$ cat src/rtl/fetch_pkg.sv
// Shared types and default parameters for the instruction-fetch controller.
package fetch_pkg;

  typedef enum logic [1:0] {
    StIdle,
    StRun,
    StHalt
  } state_e;

  localparam int unsigned IwDefault = 10;
  localparam int unsigned DwDefault = 9;
  localparam logic [8:0] HaltCodeDefault = 9'b111111111;

endpackage

$ cat src/rtl/fetch_next_pc.sv
// Combinational next-PC selection: hold, absolute/relative branch, or increment (wrapping).
module fetch_next_pc #(
  parameter int unsigned IW = 10
) (
  input  logic [IW-1:0] pc,
  input  logic          hold,
  input  logic          branch,
  input  logic          branch_abs,
  input  logic [IW-1:0] target,
  output logic [IW-1:0] next_pc
);

  // Sums are truncated to IW bits, giving modulo-2^IW wrap for free.
  always_comb begin
    next_pc = pc + IW'(1);
    if (hold) begin
      next_pc = pc;
    end else if (branch) begin
      next_pc = branch_abs ? target : pc + target;
    end
  end

endmodule

$ cat src/rtl/fetch_ctrl.sv
// Instruction-fetch controller: IDLE/RUN/HALT sequencer driving a combinational instruction ROM.
module fetch_ctrl
  import fetch_pkg::*;
#(
  parameter int unsigned   IW        = IwDefault,
  parameter int unsigned   DW        = DwDefault,
  parameter logic [DW-1:0] HALT_CODE = DW'(HaltCodeDefault)
) (
  input  logic          Clk,
  input  logic          Reset_n,
  input  logic          Start,
  input  logic [IW-1:0] StartAddr,
  input  logic          Stall,
  input  logic          BranchTaken,
  input  logic          BranchAbs,
  input  logic [IW-1:0] Target,
  input  logic [DW-1:0] InstIn,
  output logic [IW-1:0] InstAddress,
  output logic          InstValid,
  output logic          Busy,
  output logic          Done,
  output logic [15:0]   CycleCount
);

  state_e        state_q, state_d;
  logic [IW-1:0] pc_q, pc_d;
  logic [15:0]   cnt_q, cnt_d;
  logic [IW-1:0] next_pc;
  logic          is_halt;
  logic          start_ok;

  assign is_halt  = (InstIn == HALT_CODE);
  assign start_ok = Start && (state_q != StRun);

  // A halt word also holds the PC so it parks on the halt address.
  fetch_next_pc #(
    .IW(IW)
  ) u_next_pc (
    .pc        (pc_q),
    .hold      (Stall | is_halt),
    .branch    (BranchTaken),
    .branch_abs(BranchAbs),
    .target    (Target),
    .next_pc   (next_pc)
  );

  always_ff @(posedge Clk or negedge Reset_n) begin
    if (!Reset_n) begin
      state_q <= StIdle;
    end else begin
      state_q <= state_d;
    end
  end

  always_comb begin
    state_d = state_q;
    unique case (state_q)
      StIdle:  if (Start) state_d = StRun;
      StRun:   if (!Stall && is_halt) state_d = StHalt;
      StHalt:  if (Start) state_d = StRun;
      default: state_d = StIdle;
    endcase
  end

  always_comb begin
    InstValid = 1'b0;
    Busy      = 1'b0;
    Done      = 1'b0;
    unique case (state_q)
      StRun: begin
        InstValid = 1'b1;
        Busy      = 1'b1;
      end
      StHalt:  Done = 1'b1;
      default: ;
    endcase
  end

  always_comb begin
    pc_d  = pc_q;
    cnt_d = cnt_q;
    if (start_ok) begin
      pc_d  = StartAddr;
      cnt_d = '0;
    end else if (state_q == StRun) begin
      pc_d = next_pc;
      if (cnt_q != 16'hFFFF) cnt_d = cnt_q + 16'd1;
    end
  end

  always_ff @(posedge Clk or negedge Reset_n) begin
    if (!Reset_n) begin
      pc_q  <= '0;
      cnt_q <= '0;
    end else begin
      pc_q  <= pc_d;
      cnt_q <= cnt_d;
    end
  end

  assign InstAddress = pc_q;
  assign CycleCount  = cnt_q;

endmodule

$ cat config.mk
export PLATFORM = sky130hd
export DESIGN_NAME = fetch_ctrl
export DESIGN_NICKNAME = d
export VERILOG_FILES = /design/src/rtl/fetch_pkg.sv /design/src/rtl/fetch_next_pc.sv /design/src/rtl/fetch_ctrl.sv
export SDC_FILE = /design/constraint.sdc
export NUM_CORES = 1
export LEC_CHECK = 0
export ABC_CLOCK_PERIOD_IN_PS = 3650
export CAP_MARGIN = 0
export CORE_MARGIN = 4
export CORE_UTILIZATION = 35
export DETAILED_ROUTE_END_ITERATION = 6
export GPL_TIMING_DRIVEN = 0
export PLACE_DENSITY = 0.71
export SYNTH_ARGS = -nofsm -noshare
export SYNTH_HDL_FRONTEND = slang
export SYNTH_SLANG_ARGS = --single-unit
export TNS_END_PERCENT = 5
$ cat constraint.sdc
create_clock -name Clk -period 3.65 [get_ports Clk]
set_input_delay 0.365 -clock Clk [delete_from_list [all_inputs] [get_ports Clk]]
set_output_delay 0.365 -clock Clk [all_outputs]
set_load 0.03 [all_outputs]
==> metrics.txt, run 1 <==
status finished, final reports clean; initial antenna violation count 0; drt pass-1 iters 5; Clk Latency, worst-skew pair 0.27 ns; most used flip-flop cell after synthesis dfrtp_1; CP endpoint kind flip-flop; I/O Pins 64; Final Skew 0.00301 ns; Synth Instances 255; pwr dens 550 nW/um^2; DR iter-0 viols 167; Crit Path Class input port to flip-flop; Synth cell types 55; CP Cell Sequence clkdlybuf4s50_1 -> ha_1 -> fa_1 -> a211oi_1 -> o21ai_1 -> a2111oi_2 -> o21bai_1 -> a31oi_1 -> nor2_1; Final TNS setup 0 ns; RSZ-0062 raised after global routing no; Yosys reg bits 28; CTS tree yes; Worst Tran Pin Value 0.651 ns; fin nets 369; post-synthesis sequential area ratio 32.4%; CP Buf/Inv Count 1; Layout Utilization 48.9%; Avg Cell Area, Syn 8.49 um^2; DR WL/cell 15.0 um; die area 7510 um^2; Post-synth EDFFs 0; final hold violation count 0; GP Congestion 0.809; Vias/cell 5.53; crit-path max cell delay 0.46 ns; Crit path max-delay family compound AO/OA/AOI/OAI gates; residual DRC count 0; Crit path required time 3.82 ns; ys async rst share 100%; Starting Density 36.3%; max_slew headroom 56.2%; Place WS 0.643 ns; Post-CTS Setup Bufs 0; fin crit period 2.72 ns; largest net degree at the start of global routing 29; most common cell after layout, fill and taps aside clkdlybuf4s50_1; core area 5960 um^2; fraction of final layout cells sized beyond drive strength 1 5.94%; Syn-to-layout area delta 34.7%; Overflow after GRT 0; Routed WL 5940 um; H-tree depth 1; Clk pin slew, worst setup/hold paths 0.09 ns; clock buffer depth 2; synth warn 0; fin crit share 74.4%; Clock Tree Root clkbuf_8; vias in the first global route 2002; WP data arrival 2.88 ns; Filler Cells Inserted 568; post-synthesis instance area 2160 um^2; Final Slew Violations 0; leakage power total 1.17 nW; Max Fclk 368 MHz; worst vdd ir 264 uV; final setup vio count 0; most frequent cells in the layout 61 x clkdlybuf4s50_1, 28 x dfrtp_1, 28 x nand2_1; fin worst setup slack 0.933 ns; antenna viol nets, final 0; hold buffers post-CTS 0; die height 86.6 um; first-pass GRT wire length 9620 um; CTS sink cnt 28; Slowest-stage cell, CP a2111oi_2; Startpoint Class input port; cts bufs inserted 3; # rows 28; Die X 86.6 um; port bufs 62; # diodes 0; largest fanout on the critical path 3; GRT Total Usage 15.6%; Hold WC Path Type input port to asynchronous set/reset pin; Resize count post-CTS 0; via count 2185; post-synth net total 302; max_cap viols 0; DP HPWL 4590 um
[layer usage]
layer	GRT usage, %	routed length [um]	vias to the layer above
li1	-	-	1087
met3	1.24	315	9
met5	0	0	-
met2	25.3	2770	71
met1	22.3	2780	1018
met4	3.97	68	0
[cells in the mapped netlist (all sizes together) (6+ instances only)]
| cell type | number | area (um^2) |
|---|---|---|
| nand2 | 28 | 105 |
| dfrtp | 28 | 701 |
| a211oi | 6 | 45.0 |
| nand3 | 16 | 80.1 |
| xor2 | 6 | 52.6 |
| inv | 9 | 33.8 |
| ha | 11 | 138 |
| nor2 | 23 | 86.3 |
| nor3 | 6 | 30.0 |
| clkbuf | 7 | 26.3 |
| xnor2 | 10 | 87.6 |
| a21oi | 12 | 60.1 |
| o211ai | 7 | 66.3 |
| nand4 | 8 | 68.8 |
| o21ai | 18 | 93.8 |
[power by group]
part | switching [mW] | internal (mW) | total, mW | leakage (nW)
Sequential | 0.141 | 0.398 | 0.539 | 0.334
Clock | 0.0915 | 0.0740 | 0.166 | 0.0216
Combinational | 0.496 | 0.402 | 0.898 | 0.811
[sequential cells by signal, summed over array words and instances (netlist names)]
signal,count
CycleCount,16
InstAddress,10
state_q,2
[cell families (layout without fill, tap and decap cells)]
group                      count (synthesis)  count (layout)  synth area share [%]
adders and majority gates                 12              12                  7.28
AOI/OAI and AO/OA                         69              69                  22.6
DFF                                       28              28                  32.4
and+or+nand+nor                          105             105                  24.9
xor gates and xnor gates                  16              16                  6.47
muxes                                      6               6                  2.83
buffers and inverters                     19              84                  3.53
[path summary, 6_finish.rpt]
check / startpoint / end / slack [ns] / depth (start not counted)
hold reg to reg: state_q[0] / state_q[0] / 0.52 / 1
setup reg to reg: InstAddress[0] / InstAddress[8] / 0.99 / 8
hold / removal: Reset_n / CycleCount[14] / 0.11 / 1
setup / recovery: Target[0] / InstAddress[8] / 0.93 / 9
max in group asynchronous: Reset_n / CycleCount[13] / 3.13 / 1
min in group Clk: state_q[0] / state_q[0] / 0.52 / 1
[per-stage QoR]
step | hold WS, ns | power [mW] | area (um^2) | std cells
2_1_floorplan | 0.0694 | 1.10 | 2160 | 255
3_3_place_gp | 0.489 | 1.42 | 2880 | 392
3_5_place_dp | 0.501 | 1.44 | 2880 | 392
4_1_cts | 0.516 | 1.61 | 2920 | 395
5_1_grt | 0.140 | 1.73 | 2920 | 395
6_report | 0.106 | 1.60 | 2920 | 395
[worst register-to-register path: stages (launching register included)]
cell and delay, ns:
dfrtp_1 0.48, ha_1 0.27, fa_1 0.44, a211oi_1 0.32, o21ai_1 0.20, a2111oi_2 0.46, o21bai_1 0.14, a31oi_1 0.19
nor2_1 0.05
[area by class of cell]
type / instances / area (um^2) / area share, %
inverters: 9 / 33.8 / 1.16
flip-flops and latches: 28 / 701 / 24.0
repair buffers: 62 / 616 / 21.1
clock buffers: 3 / 41.3 / 1.42
well taps: 75 / 93.8 / 3.22
plain buffers: 10 / 42.5 / 1.46
multi-input cells: 208 / 1390 / 47.6
Note: power is estimated with default switching activity, not from simulation.
==> inputs of run 2 (changes only) <==
--- a/config.mk
+++ b/config.mk
@@ -5,13 +5,13 @@
 export SDC_FILE = /design/constraint.sdc
 export NUM_CORES = 1
 export LEC_CHECK = 0
-export ABC_CLOCK_PERIOD_IN_PS = 3650
+export ABC_CLOCK_PERIOD_IN_PS = 2450
 export CAP_MARGIN = 0
 export CORE_MARGIN = 4
 export CORE_UTILIZATION = 35
 export DETAILED_ROUTE_END_ITERATION = 6
 export GPL_TIMING_DRIVEN = 0
-export PLACE_DENSITY = 0.71
+export PLACE_DENSITY = 0.74
 export SYNTH_ARGS = -nofsm -noshare
 export SYNTH_HDL_FRONTEND = slang
 export SYNTH_SLANG_ARGS = --single-unit
==> constraint.sdc (replaced) <==
create_clock -name Clk -period 2.45 [get_ports Clk]
set_input_delay 0.245 -clock Clk [delete_from_list [all_inputs] [get_ports Clk]]
set_output_delay 0.245 -clock Clk [all_outputs]
set_load 0.03 [all_outputs]
==> metrics.txt, run 2 (synthesis results as in run 1) <==
status finished with violations; failing checks hold timing; flop2flop setup slack 0.08 ns (-0.91 ns); fin crit share 96.8%; antenna viol nets, final 0 (unchanged); leakage power total 1.17 nW (+0.37%); initial antenna violation count 0 (unchanged); RSZ-0062 raised after global routing yes; fin worst setup slack 0.0786 ns (-0.855 ns); Filler Cells Inserted 580 (+2.1%); Tot Pwr 2.46 mW (+54%); CTS tree yes; max_slew headroom 57.0% (+0.79 points); GP Congestion 0.851 (+5.2%); FF-to-FF Start InstAddress[0]; I/O Pins 64 (unchanged); most frequent cells in the layout 61 x clkdlybuf4s50_1, 28 x nand2_1, 26 x dfrtp_1; Clk pin slew, worst setup/hold paths 0.10 ns (about the same); residual DRC count 0 (unchanged); Crit path required time 2.63 ns (-1.19 ns); # diodes 0 (unchanged); Overflow after GRT 0 (unchanged); CP endpoint kind flip-flop; Routed WL 6070 um (+2.3%); die area 7510 um^2 (unchanged); CP Cell Sequence ha_1 -> fa_2 -> a211oi_4 -> o21ai_2 -> a2111oi_4 -> o21bai_1 -> a31oi_1 -> nor2_1; final setup vio count 0 (unchanged); DP HPWL 4600 um (+0.12%); crit-path max cell delay 0.48 ns (+0.02 ns); max_cap viols 0 (unchanged); Vias/cell 5.45 (-1.4%); Hold WC Path Type input port to asynchronous set/reset pin; fin crit period 2.37 ns; die height 86.6 um (unchanged); Clk Latency, worst-skew pair 0.28 ns (about the same); fin nets 369 (unchanged); Starting Density 36.3% (unchanged); final cell count without fillers 396 (+0.25%); Final Slew Violations 0 (unchanged); Max Fclk 422 MHz; CTS sink cnt 28 (unchanged); core area 5960 um^2 (unchanged); Layout Utilization 49.7% (+0.74 points); port bufs 62 (unchanged); # rows 28 (unchanged); pwr dens 832 nW/um^2 (+51%); Final Skew 0.00839 ns (+0.00537 ns); Hold WS -0.0173 ns (-0.123 ns); H-tree depth 1 (unchanged); worst vdd ir 331 uV (+25%); GRT Total Usage 15.9% (+0.39 points); Post-CTS Setup Bufs 0 (unchanged); FF-to-FF End InstAddress[8]; Clock Tree Root clkbuf_8; Syn-to-layout area delta 36.7%; Worst Tran Pin Value 0.644 ns (-0.00622 ns); largest fanout on the critical path 8 (+5); Inst Count DP 392 (unchanged); first-pass GRT wire length 9780 um (+1.7%); Crit Path Class flip-flop to flip-flop; final hold violation count 28 (+28); Slowest-stage cell, CP dfrtp_2; cts bufs inserted 3 (unchanged); Worst R2R Path Depth 8 (unchanged); clock buffer depth 2 (unchanged); fraction of final layout cells sized beyond drive strength 1 7.79% (+1.9 points); vias in the first global route 2008 (+0.30%); Place WS -0.413 ns (-1.06 ns); DR iter-0 viols 185 (+11%); most common cell after layout, fill and taps aside clkdlybuf4s50_1; drt pass-1 iters 5 (unchanged); Startpoint Class flip-flop; via count 2159 (-1.2%); largest net degree at the start of global routing 29 (unchanged); WP data arrival 2.55 ns (-0.33 ns); hold buffers post-CTS 0 (unchanged); DR WL/cell 15.3 um (+2.0%); Die X 86.6 um (unchanged); max reg flops 16 (unchanged)
run 2: cell types whose count changed in the layout (fill, tap and decap cells not counted), sizes merged:
cell    change
clkbuf      +1
run 2: how the worst max path moves through the flow:
stage	to	slack [ns]	depth (start not counted)	from
2_1_floorplan	InstAddress[6]	0.05	8	InstAddress[0]
3_3_place_gp	InstAddress[6]	-0.36	9	Target[0]
3_5_place_dp	InstAddress[6]	-0.41	9	Target[0]
4_1_cts	InstAddress[6]	0.03	8	InstAddress[0]
5_1_grt	InstAddress[8]	-0.03	8	InstAddress[0]
6_report	InstAddress[8]	0.08	8	InstAddress[0]
run 2: report_power, final:
part | total [mW] | internal (mW) | switching, mW
combinational | 1.38 | 0.617 | 0.767
clock | 0.268 | 0.117 | 0.151
sequential | 0.810 | 0.595 | 0.215
total | 2.46 | 1.33 | 1.13
run 2: layout make-up:
class	count	area [um^2]	share of cell area [%]
inverter	9	33.8	1.14
buffer	10	42.5	1.44
sequential	28	703	23.8
tap	75	93.8	3.17
clock buffer	4	45.0	1.52
timing repair buffer	62	616	20.8
multi-input combinational	208	1430	48.2
run 2: layer usage:
metal,share of wire [%],track usage [%],up-vias
met5,0,0,-
met4,0.35,2.55,0
met2,47,26.4,65
met3,5.1,1.71,2
li1,-,-,1078
met1,48,22.9,1014
run 2: worst max-delay path: cells and delay by family (launching register included):
family	cells	cell delay [ns]
DFF	1	0.48
and+or+nand+nor	1	0.05
adders and majority gates	2	0.63
AOI/OAI and AO/OA	5	1.10
run 2: repair_timing:
item | in CTS | in global routing
setup endpoints to repair | 2 | 3
pin swaps | 1 | 1
gates cloned | 0 | 0
resized for setup | 3 | 5
run 2: metrics by stage:
step           setup TNS (ns)  instance area [um^2]  hold slack [ns]
2_1_floorplan               0                  2170          -0.0506
3_3_place_gp           -0.917                  2880            0.491
3_5_place_dp            -1.03                  2880            0.500
4_1_cts                     0                  2930            0.513
5_1_grt               -0.0463                  2960           0.0241
6_report                    0                  2960          -0.0173
==> inputs of run 3 (changes only) <==
--- a/config.mk
+++ b/config.mk
@@ -12,6 +12,7 @@
 export DETAILED_ROUTE_END_ITERATION = 6
 export GPL_TIMING_DRIVEN = 0
 export PLACE_DENSITY = 0.74
+export RECOVER_POWER = 50
 export SYNTH_ARGS = -nofsm -noshare
 export SYNTH_HDL_FRONTEND = slang
 export SYNTH_SLANG_ARGS = --single-unit
==> metrics.txt, run 3 (synthesis results as in run 1) <==
status finished with violations; failing checks capacitance limit, slew limit; antenna viol nets, final 0 (unchanged); met1 global-route usage 22.9% (unchanged); GRT Total Usage 15.9% (unchanged); Crit path required time 2.63 ns (about the same); drt pass-1 iters 5 (unchanged); DP HPWL 4600 um (unchanged); CP endpoint kind flip-flop; Routed WL 6050 um (-0.30%); Startpoint Class flip-flop; max reg flops 16 (unchanged); pwr dens 826 nW/um^2 (-0.77%); CP Buf/Inv Count 0 (unchanged); Max Fclk 422 MHz (about the same); most frequent cells in the layout 49 x clkdlybuf4s50_1, 28 x nand2_1, 26 x dfrtp_1; Worst Tran Pin Value 1.53 ns (+0.885 ns); flop2flop setup slack 0.08 ns (about the same); fin crit period 2.37 ns (-0.000293 ns); Overflow after GRT 0 (unchanged); die height 86.6 um (unchanged); I/O Pins 64 (unchanged); Final TNS setup 0 ns (unchanged); fraction of final layout cells sized beyond drive strength 1 7.48% (-0.31 points); Crit path max-delay family compound AO/OA/AOI/OAI gates; via count 2159 (unchanged); Post-DP Area 2880 um^2 (unchanged); Crit Path Class flip-flop to flip-flop; Place WS -0.413 ns (unchanged); max_slew headroom -1.96% (-59 points); port bufs 62 (unchanged); # rows 28 (unchanged); Die X 86.6 um (unchanged); initial antenna violation count 0 (unchanged); Finished Cell Area 2960 um^2 (about the same); Clock Tree Root clkbuf_8; CTS sink cnt 28 (unchanged); Hold WC Path Type input port to asynchronous set/reset pin; vias in the first global route 2008 (unchanged); Clk Latency, worst-skew pair 0.28 ns (about the same); Inst Count DP 392 (unchanged); # diodes 0 (unchanged); leakage power total 1.18 nW (+0.96%); GP Congestion 0.851 (unchanged); cts bufs inserted 3 (unchanged); Slowest-stage cell, CP dfrtp_2; largest fanout on the critical path 8 (unchanged); Starting Density 36.3% (unchanged); crit-path max cell delay 0.48 ns (about the same); GR Util met3 1.71% (unchanged); H-tree depth 1 (unchanged); fin nets 369 (unchanged); fin crit share 96.8% (about the same); Final Skew 0.00807 ns (-0.000321 ns); Vias/cell 5.45 (unchanged); final cell count without fillers 396 (unchanged); max_cap viols 1 (+1); hold buffers post-CTS 0 (unchanged); final hold violation count 0 (-100%); largest net degree at the start of global routing 29 (unchanged); Clk pin slew, worst setup/hold paths 0.10 ns (about the same); met2 usage 26.4% (unchanged); die area 7510 um^2 (unchanged); Final Slew Violations 29 (+29); most common cell after layout, fill and taps aside clkdlybuf4s50_1; first-pass GRT wire length 9780 um (unchanged); Hold WS 0.325 ns (+0.342 ns); residual DRC count 0 (unchanged); final setup vio count 0 (unchanged); DR iter-0 viols 185 (unchanged); worst vdd ir 331 uV (about the same); global routing's busiest layer met2; core area 5960 um^2 (unchanged); WP data arrival 2.55 ns (about the same); DR WL/cell 15.3 um (-0.30%); Syn-to-layout area delta 36.6% (about the same); RSZ-0062 raised after global routing yes; clock buffer depth 2 (unchanged); CTS tree yes; fin worst setup slack 0.0789 ns (+0.000293 ns); CP Cell Sequence ha_1 -> fa_2 -> a211oi_4 -> o21ai_2 -> a2111oi_4 -> o21bai_1 -> a31oi_1 -> nor2_1
-- run 3: cell types whose count changed in the layout (fill, tap and decap cells not counted) --
cell and change:
dlygate4sd3_1 +12, clkdlybuf4s50_1 -12, clkbuf_1 +1, buf_2 -1
-- run 3: per-layer routing --
layer / up-vias / routed length, um
li1: 1081 / -
met5: - / 0
met3: 2 / 309
met1: 1011 / 2890
met2: 65 / 2830
met4: 0 / 21
-- run 3: timing repair --
item                                    CTS  global route
resized for setup                         3             5
buffers inserted                          0             0
endpoints found under the setup margin    2             3
endpoints found under the hold margin     0             0
pin swaps                                 1             1
cloned                                    0             0
-- run 3: layout make-up --
cell class / count / area [um^2]
plain buffers: 10 / 42.5
clock buffers: 4 / 45.0
fillers: 578 / 3000
inverters: 9 / 33.8
multi-input cells: 208 / 1430
flip-flops and latches: 28 / 703
well taps: 75 / 93.8
repair buffers: 62 / 614
-- run 3: final timing paths --
check,startpoint,to,cells past startpoint
worst max register to register,InstAddress[0],InstAddress[8],8
worst min-delay path,Reset_n,CycleCount[0],1
worst min register to register,state_q[0],state_q[0],1
min in group Clk,state_q[0],state_q[0],1
worst max-delay path,InstAddress[0],InstAddress[8],8
max in group asynchronous,Reset_n,InstAddress[0],1
-- run 3: where the power goes --
part           total, mW  internal, mW  leakage (nW)  switching [mW]
logic               1.37         0.600         0.827           0.767
registers          0.807         0.595         0.332           0.212
clock network      0.268         0.117        0.0228           0.151
-- run 3: through the flow --
step | total power [mW] | utilization [%]
2_1_floorplan | 1.64 | -
3_3_place_gp | 2.12 | 48.4
3_5_place_dp | 2.15 | 48.4
4_1_cts | 2.43 | 49.3
5_1_grt | 2.61 | 49.7
6_report | 2.44 | 49.7
